`config.mk`:
```
export PLATFORM = sky130hd
export DESIGN_NAME = exc_ctrl
export DESIGN_NICKNAME = d
export VERILOG_FILES = /design/src/rtl/exc_pkg.sv /design/src/rtl/exc_prio_enc.sv /design/src/rtl/exc_ctrl.sv
export SDC_FILE = /design/constraint.sdc
export NUM_CORES = 1
export LEC_CHECK = 0
export BUFFER_PORTS_ARGS = -buffer_cell sky130_fd_sc_hd__buf_2
export CAP_MARGIN = 20
export CORE_AREA = 4 4 81 83
export DETAILED_ROUTE_END_ITERATION = 8
export DIE_AREA = 0 0 85 87
export PLACE_DENSITY = 0.71
export SLEW_MARGIN = 40
export SYNTH_ARGS = -nofsm -noshare
export SYNTH_HDL_FRONTEND = slang
export SYNTH_SLANG_ARGS = --single-unit
```
`constraint.sdc`:
```
create_clock -name cpu_clk_75M -period 3.75 [get_ports cpu_clk_75M]
set_input_delay 0.75 -clock cpu_clk_75M [delete_from_list [all_inputs] [get_ports cpu_clk_75M]]
set_output_delay 0.75 -clock cpu_clk_75M [all_outputs]
set_load 0.02 [all_outputs]
```
`src/rtl/exc_pkg.sv`:
```
// Shared constants for the MEM-stage exception controller: CP0 exception codes,
// Status/Cause bit positions, the FSM state type and the interrupt-pending helper.
package exc_pkg;

  localparam logic [4:0] EC_INT  = 5'h00;
  localparam logic [4:0] EC_ADEL = 5'h04;
  localparam logic [4:0] EC_ADES = 5'h05;
  localparam logic [4:0] EC_SYS  = 5'h08;
  localparam logic [4:0] EC_BP   = 5'h09;
  localparam logic [4:0] EC_RI   = 5'h0a;
  localparam logic [4:0] EC_OV   = 5'h0c;
  localparam logic [4:0] EC_NONE = 5'h10;
  localparam logic [4:0] EC_ERET = 5'h11;

  localparam int SR_IE    = 0;
  localparam int SR_EXL   = 1;
  localparam int SR_IM_LO = 8;
  localparam int SR_IM_HI = 15;
  localparam int CR_IP_LO = 8;
  localparam int CR_IP_HI = 15;

  typedef enum logic {
    ST_IDLE      = 1'b0,
    ST_WAIT_JUMP = 1'b1
  } exc_state_e;

  // Timer interrupt is OR-ed onto IP7; interrupts are blocked while EXL is set.
  function automatic logic int_pending(input logic [31:0] status,
                                       input logic [31:0] cause,
                                       input logic        int_time);
    logic [7:0] ip;
    ip = {cause[CR_IP_HI] | int_time, cause[CR_IP_HI-1:CR_IP_LO]} & status[SR_IM_HI:SR_IM_LO];
    return (ip != 8'h00) && status[SR_IE] && !status[SR_EXL];
  endfunction

endpackage

```
`src/rtl/exc_prio_enc.sv`:
```
// Fixed-priority encoder from the per-instruction exception flags (plus a
// pending interrupt) to a single CP0 exception code.
module exc_prio_enc
  import exc_pkg::*;
(
  input  logic       int_pend_i,
  input  logic       if_adel_i,
  input  logic       ri_i,
  input  logic       ov_i,
  input  logic       sys_i,
  input  logic       bp_i,
  input  logic       eret_i,
  input  logic       adel_i,
  input  logic       ades_i,
  output logic [4:0] code_o
);

  // Highest-priority source wins; no source yields EC_NONE.
  always_comb begin
    code_o = EC_NONE;
    if (int_pend_i)     code_o = EC_INT;
    else if (if_adel_i) code_o = EC_ADEL;
    else if (ri_i)      code_o = EC_RI;
    else if (ov_i)      code_o = EC_OV;
    else if (sys_i)     code_o = EC_SYS;
    else if (bp_i)      code_o = EC_BP;
    else if (eret_i)    code_o = EC_ERET;
    else if (adel_i)    code_o = EC_ADEL;
    else if (ades_i)    code_o = EC_ADES;
    else                code_o = EC_NONE;
  end

endmodule

```
`src/rtl/exc_ctrl.sv`:
```
// MEM-stage exception producer feeding CP0; stalls the pipeline until CP0 redirects.
// Optional redirect timeout enabled by defining EXC_TIMEOUT_EN.
module exc_ctrl
  import exc_pkg::*;
#(
  parameter int          TIMEOUT_CYCLES = 16,
  parameter logic [31:0] EXC_VECTOR     = 32'hBFC00380
) (
  input  logic        cpu_clk_75M,
  input  logic        cpu_rst_n,
  input  logic        mem_valid_i,
  input  logic [31:0] mem_pc_i,
  input  logic        mem_is_branch_i,
  input  logic        exc_if_adel_i,
  input  logic        exc_ri_i,
  input  logic        exc_ov_i,
  input  logic        exc_sys_i,
  input  logic        exc_bp_i,
  input  logic        exc_eret_i,
  input  logic        exc_adel_i,
  input  logic        exc_ades_i,
  input  logic [31:0] mem_addr_i,
  input  logic [31:0] status_i,
  input  logic [31:0] cause_i,
  input  logic        int_time_i,
  input  logic        exc_jump_flag_i,
  output logic [4:0]  exc_code_o,
  output logic [31:0] exc_epc_o,
  output logic [31:0] exc_badvaddr_o,
  output logic        in_delay_o,
  output logic        stall_req_o,
  output logic        timeout_o
);

  exc_state_e state_q, state_d;
  logic       in_delay_q, in_delay_d;
  logic       int_pend_s;
  logic [4:0] enc_code_s;
  logic       active_s;
  logic       raise_s;

  assign int_pend_s = int_pending(status_i, cause_i, int_time_i);
  assign active_s   = mem_valid_i && (state_q == ST_IDLE);
  assign raise_s    = active_s && (enc_code_s != EC_NONE);

  exc_prio_enc u_prio (
    .int_pend_i (int_pend_s),
    .if_adel_i  (exc_if_adel_i),
    .ri_i       (exc_ri_i),
    .ov_i       (exc_ov_i),
    .sys_i      (exc_sys_i),
    .bp_i       (exc_bp_i),
    .eret_i     (exc_eret_i),
    .adel_i     (exc_adel_i),
    .ades_i     (exc_ades_i),
    .code_o     (enc_code_s)
  );

  // Zero-latency CP0 view; a winning code of AdEL with the fetch flag set came from fetch.
  always_comb begin
    exc_code_o     = EC_NONE;
    exc_epc_o      = 32'h0000_0000;
    exc_badvaddr_o = 32'h0000_0000;
    in_delay_o     = 1'b0;
    if (raise_s) begin
      exc_code_o = enc_code_s;
      exc_epc_o  = in_delay_q ? (mem_pc_i - 32'd4) : mem_pc_i;
      in_delay_o = in_delay_q;
      if ((enc_code_s == EC_ADEL) && exc_if_adel_i) begin
        exc_badvaddr_o = mem_pc_i;
      end else if ((enc_code_s == EC_ADEL) || (enc_code_s == EC_ADES)) begin
        exc_badvaddr_o = mem_addr_i;
      end else begin
        exc_badvaddr_o = 32'h0000_0000;
      end
    end else begin
      exc_code_o = EC_NONE;
    end
  end

  assign stall_req_o = (state_q == ST_WAIT_JUMP);

`ifdef EXC_TIMEOUT_EN
  localparam int TW = (TIMEOUT_CYCLES > 1) ? $clog2(TIMEOUT_CYCLES + 1) : 1;

  logic [TW-1:0] timer_q, timer_d;
  logic          timeout_q, timeout_d;

  // Next state: acknowledge has precedence over an expiring timer.
  always_comb begin
    state_d    = state_q;
    in_delay_d = in_delay_q;
    timer_d    = timer_q;
    timeout_d  = timeout_q;
    case (state_q)
      ST_IDLE: begin
        timer_d = {TW{1'b0}};
        if (raise_s) begin
          state_d    = ST_WAIT_JUMP;
          in_delay_d = 1'b0;
        end else if (active_s) begin
          in_delay_d = mem_is_branch_i;
        end else begin
          in_delay_d = in_delay_q;
        end
      end
      ST_WAIT_JUMP: begin
        if (exc_jump_flag_i) begin
          state_d = ST_IDLE;
          timer_d = {TW{1'b0}};
        end else if (timer_q == TW'(TIMEOUT_CYCLES - 1)) begin
          state_d   = ST_IDLE;
          timer_d   = {TW{1'b0}};
          timeout_d = 1'b1;
        end else begin
          timer_d = timer_q + TW'(1);
        end
      end
      default: begin
        state_d = ST_IDLE;
        timer_d = {TW{1'b0}};
      end
    endcase
  end

  // State, delay-slot, timer and sticky timeout registers.
  always_ff @(posedge cpu_clk_75M) begin
    if (!cpu_rst_n) begin
      state_q    <= ST_IDLE;
      in_delay_q <= 1'b0;
      timer_q    <= {TW{1'b0}};
      timeout_q  <= 1'b0;
    end else begin
      state_q    <= state_d;
      in_delay_q <= in_delay_d;
      timer_q    <= timer_d;
      timeout_q  <= timeout_d;
    end
  end

  assign timeout_o = timeout_q;

  logic unused_s;
  assign unused_s = ^{status_i[31:16], status_i[7:2], cause_i[31:16], cause_i[7:0], EXC_VECTOR};
`else
  // Next state: without a timer, only the CP0 acknowledge leaves WAIT_JUMP.
  always_comb begin
    state_d    = state_q;
    in_delay_d = in_delay_q;
    case (state_q)
      ST_IDLE: begin
        if (raise_s) begin
          state_d    = ST_WAIT_JUMP;
          in_delay_d = 1'b0;
        end else if (active_s) begin
          in_delay_d = mem_is_branch_i;
        end else begin
          in_delay_d = in_delay_q;
        end
      end
      ST_WAIT_JUMP: begin
        if (exc_jump_flag_i) begin
          state_d = ST_IDLE;
        end else begin
          state_d = ST_WAIT_JUMP;
        end
      end
      default: state_d = ST_IDLE;
    endcase
  end

  // State and delay-slot registers.
  always_ff @(posedge cpu_clk_75M) begin
    if (!cpu_rst_n) begin
      state_q    <= ST_IDLE;
      in_delay_q <= 1'b0;
    end else begin
      state_q    <= state_d;
      in_delay_q <= in_delay_d;
    end
  end

  assign timeout_o = 1'b0;

  logic unused_s;
  assign unused_s = ^{status_i[31:16], status_i[7:2], cause_i[31:16], cause_i[7:0], EXC_VECTOR,
                      (TIMEOUT_CYCLES != 0)};
`endif

endmodule

```
[Word level (Yosys, flattened, before mapping)]
Index checks and enable logic that the tools add are counted.
Cells by class
  add/subtract/negate cells: 1
  equal/unequal tests: 3
  muxes and demuxes: 21
  bitwise operators: 3
  reduce and logical (&&, ||, !) cells: 10
Operators with widths (number)
  two-way mux 32 bit: 5
  two-way mux 5 bit: 10
  subtractor 32 x 3 -> 32 bit (second input constant): 1
  == test 5 x 3 -> 1 bit (second input constant): 2
  AND 8 bit: 1
  nonzero test 8 bit: 1
  logical AND 1 bit: 5
  two-way mux 1 bit: 5
  inequality test 5 bit (second input constant): 1
  one-hot mux 1 bit (2 select lines): 1
  AND reduction 2 bit: 1
  nonzero test 2 bit: 1
  logical NOT 1 bit: 1
  logical OR 1 bit: 1
  NOT 1 bit: 1
  OR 1 bit: 1
Storage, ports and cells
  flip-flop bits (word level): 2
  input port bits: 142
  output and inout port bits: 72
  word-level logic and storage cells: 40

[Logic depth before layout (Yosys ltp)]
  word-level depth: 14
  mapped depth: 7
  mapped depth without buffers: 7

[Hierarchy]
A second synthesis with hierarchy kept.
Unflattened totals
  cell total of the unflattened synthesis: 253
  area, all modules: 1617.8 µm²
By module, submodules not included
  exc_ctrl: instances 1, cells each 237, area each 1524.0 µm², sequential area each 40.0 µm²
  exc_prio_enc: instances 1, cells each 16, area each 93.8 µm², sequential area each 0.0 µm²

[Worst setup path before layout]
OpenSTA, ideal clock, no wires.
  kind: input to output
  start point: input port mem_pc_i[16]
  end point: output port exc_epc_o[31]
  arrival: 2.473 ns
  required time: 3.000 ns
  path slack: 0.527 ns
  stages on the path: 5
  path buffers: 0
  cells stage by stage: or4_4 > nor4_4 > nand3_2 > or3_1 > a21oi_1
Between the ends
  word-level cells in the longest chain between the ends: 3
RTL lines
  start: declaration: RTL line exc_ctrl.sv:12  | input logic [31:0] mem_pc_i,
  subtractor 32 x 3 -> 32 bit: RTL line exc_ctrl.sv:67  | exc_epc_o = in_delay_q ? (mem_pc_i - 32'd4) : mem_pc_i;
  two-way mux 32 bit: RTL line exc_ctrl.sv:67
  two-way mux 32 bit: RTL line exc_ctrl.sv:65  | if (raise_s) begin
  end: declaration: RTL line exc_ctrl.sv:28  | output logic [31:0] exc_epc_o,
Every way passes these cells.

[Final worst setup path]
  start point: input port exc_bp_i
  end point: output port exc_badvaddr_o[5]
Between the ends
  word-level cells in the longest chain between the ends: 11
  elaborated cells on any way between the ends: 15
  classes of those cells: 3 x eq/ne; 9 x mux; 3 x reduce/logical
RTL lines
  start: declaration: RTL line exc_ctrl.sv:18  | input logic exc_bp_i,
  two-way mux 5 bit (*): RTL line exc_prio_enc.sv:26  | else if (bp_i) code_o = EC_BP;
  two-way mux 5 bit (*): RTL line exc_prio_enc.sv:25  | else if (sys_i) code_o = EC_SYS;
  two-way mux 5 bit (*): RTL line exc_prio_enc.sv:24  | else if (ov_i) code_o = EC_OV;
  two-way mux 5 bit (*): RTL line exc_prio_enc.sv:23  | else if (ri_i) code_o = EC_RI;
  two-way mux 5 bit (*): RTL line exc_prio_enc.sv:22  | else if (if_adel_i) code_o = EC_ADEL;
  two-way mux 5 bit (*): RTL line exc_prio_enc.sv:21  | if (int_pend_i) code_o = EC_INT;
  == test 5 x 3 -> 1 bit, on equally long branches: RTL line exc_ctrl.sv:69, exc_ctrl.sv:71
  logical OR 1 bit: RTL line exc_ctrl.sv:71  | end else if ((enc_code_s == EC_ADEL) || (enc_code_s == EC_ADES)) begin
  two-way mux 32 bit: RTL line exc_ctrl.sv:71
  two-way mux 32 bit: RTL line exc_ctrl.sv:69  | if ((enc_code_s == EC_ADEL) && exc_if_adel_i) begin
  two-way mux 32 bit (*): RTL line exc_ctrl.sv:65
  end: declaration: RTL line exc_ctrl.sv:29  | output logic [31:0] exc_badvaddr_o,
Every way passes the cells marked *; elsewhere a longest branch is shown, timed or not.

==> results.cfg <==
[finish]
stdcell_count = 482
ff_latch_area_um2 = 40.0
multi_input_area_um2 = 1390
syn2layout_area_growth_pct = 63.9
n_fill_cell = 636
antenna_cells = 0
fin_nets = 552
final_cell_mix = 166 x buf_2, 78 x nor2_1, 32 x a32oi_1
drive_gt1_share_pct = 46.7
final_common_cell = buf_2

[synth]
synth_seq_cells = 2
synth_area_leader_cell = nor2_1
async_reset_ff_share_pct = 0
synth_cell_type_count = 46
ys_warn_count = 0
synth_area_leaders = nor2_1 19%, a32oi_1 18%, xor2_1 9.2%, xnor2_1 5.7%, clkbuf_1 3.0%
synth_fp_nets = 389
syn-cell-area_um2 = 1530
netlist_instances = 246
syn_area_per_cell_um2 = 6.20
synth_edf_count = 0
yosysSeqAreaShare_pct = 2.63
synth_top_flop_cell = dfxtp_1
synth_top_area_share_pct = 19.4

[routing]
routedWlPerCell_um = 13.4
ant_nets = 0
drt-pass1-iter-count = 4
totalWireLength_mm = 6.45
route.met3.wl_um = 512
highest_layer = met4
m1WireLength_mm = 2.64
wl_met2_mm = 3.26
drcViolationCount = 0
drtIter0Drc = 133
vias = 2424
routed_via_density = 5.03

[floorplan]
core.rowCount = 28
initial_core_util_pct = 26.1
coreArea_um2 = 5850
die_h_um = 87
ios = 214
dieArea_um2 = 7400
die_w_um = 85

[critical_path]
path_class = in2out
worstPathRequired_ns = 3.00
cp-start-kind = primary input
crit_path_max_fanout = 42
cp.arrival_ns = 2.67
cp-end-kind = primary output

[timing]
worst_pin_slew_ns = 0.561
min_period_ns = 3.42
hold_violations = 0
fmax_ghz = 0.292
rsz0062_at_grt = no
drv_slew = 0
tns_ns = 0
fin_crit_sh_pct = 91.3
clock_skew_ns = 0.000125
relSlewSlack_pct = 62.1
setup_viol = 0

[clocking]
ctsHoldBuffers = 0
h-tree-depth = 1
cts_sinks = 2
clk_latency_ns = 0.21
cts_tree = done
cts_buffers = 3
path_clk_slew_ns = 0.03
cts_buffer_depth = 2
clockRootBuffer = clkbuf_8
cts_resized = 0
post_cts_buffers = 0

[power_and_ir_drop]
max-vdd-ir-drop_v = 0.000190
powerDensity_nw_per_um2 = 154
leakage_nw = 1.24

[place]
placed_cells = 479
gp_congestion = 0.778
numPortBuffers = 166
dp_hpwl_mm = 5.27

[flow_run]
drv_cap = 0

[global_routing]
grt_usage_pct = 16.3
overflow = 0
grt_start_max_net_pins = 43
grt_pass1_vias = 2389
antenna_found_initial = 0
grt_pass1_wl_mm = 10.5

[min_path]
holdCritPathClass = reg2reg

[status]
status = completed
critical path, stage by stage:
cell,delay [ns]
buf_2,0.11
nor4_1,0.48
nor3b_1,0.31
a21oi_1,0.14
o31ai_4,0.20
buf_4,0.39
nor2_1,0.11
buf_2,0.17
layer usage:
| layer | GRT usage, % | vias up |
|---|---|---|
| met5 | 0 | - |
| met4 | 3.60 | 0 |
| met3 | 2.46 | 6 |
| met2 | 31.0 | 93 |
| met1 | 19.0 | 1101 |
| li1 | - | 1224 |
kinds of logic (layout without fill, tap and decap cells):
logic type / count (synthesis) / in the layout / synth area share (%)
AND/OR/NAND/NOR: 138 / 138 / 46.6
AO/OA/AOI/OAI: 53 / 53 / 27.6
XOR/XNOR: 26 / 26 / 14.9
buffers and inverters: 25 / 186 / 7.22
flip-flops: 2 / 2 / 2.63
adder cells (fa/ha/maj): 1 / 1 / 0.820
other: 1 / 1 / 0.246
state kept, by name, indices dropped and copies added (netlist names):
| register | flops |
|---|---|
| in_delay_q | 1 |
| stall_req_o | 1 |
final timing paths:
path,start,to,slack [ns],cells past startpoint
setup / recovery,exc_bp_i,exc_badvaddr_o[5],0.33,8
hold / removal,stall_req_o,stall_req_o,0.52,2
hold reg to reg,stall_req_o,stall_req_o,0.52,2
setup reg to reg,stall_req_o,in_delay_q,2.32,4
synthesized netlist by cell type, types with 2 or more instances:
cell type	n
buf_2	4
o21ai_0	6
nand4_1	3
nand4b_1	3
a32oi_1	32
xnor2_1	10
nor4_4	2
nor4_1	2
a211oi_1	2
and3_1	2
nor4b_1	3
nor3_1	3
clkbuf_1	12
nand3b_1	3
nor2_1	79
dfxtp_1	2
xor2_1	16
nand3_1	5
nand2b_1	2
nand2_1	12
nor3b_1	2
a21oi_1	5
inv_1	7
or3_1	3
nor2b_1	5
final cells by class:
class / count / area share, %
Clock buffer: 3 / 1.65
Inverter: 7 / 1.05
Multi-Input combinational cell: 219 / 55.7
Sequential cell: 2 / 1.60
Tap cell: 75 / 3.75
Timing Repair Buffer: 176 / 36.2
report_power, final:
| part | switching, mW | internal [mW] |
|---|---|---|
| Combinational | 0.170 | 0.106 |
| Clock | 0.0162 | 0.0678 |
| Sequential | 0.00179 | 0.0228 |
metrics by stage:
stage	area (um^2)	setup slack (ns)	hold slack (ns)	power (mW)	util (%)
floorplan	1530	0.527	0.565	0.176	-
global placement	2460	0.375	0.494	0.295	42.0
detailed placement	2460	0.331	0.521	0.300	42.0
CTS	2500	0.324	0.524	0.387	42.7
global route	2500	0.0996	0.573	0.417	42.7
finish	2500	0.328	0.518	0.385	42.7
No activity file was read; power rests on OpenSTA's default activity.
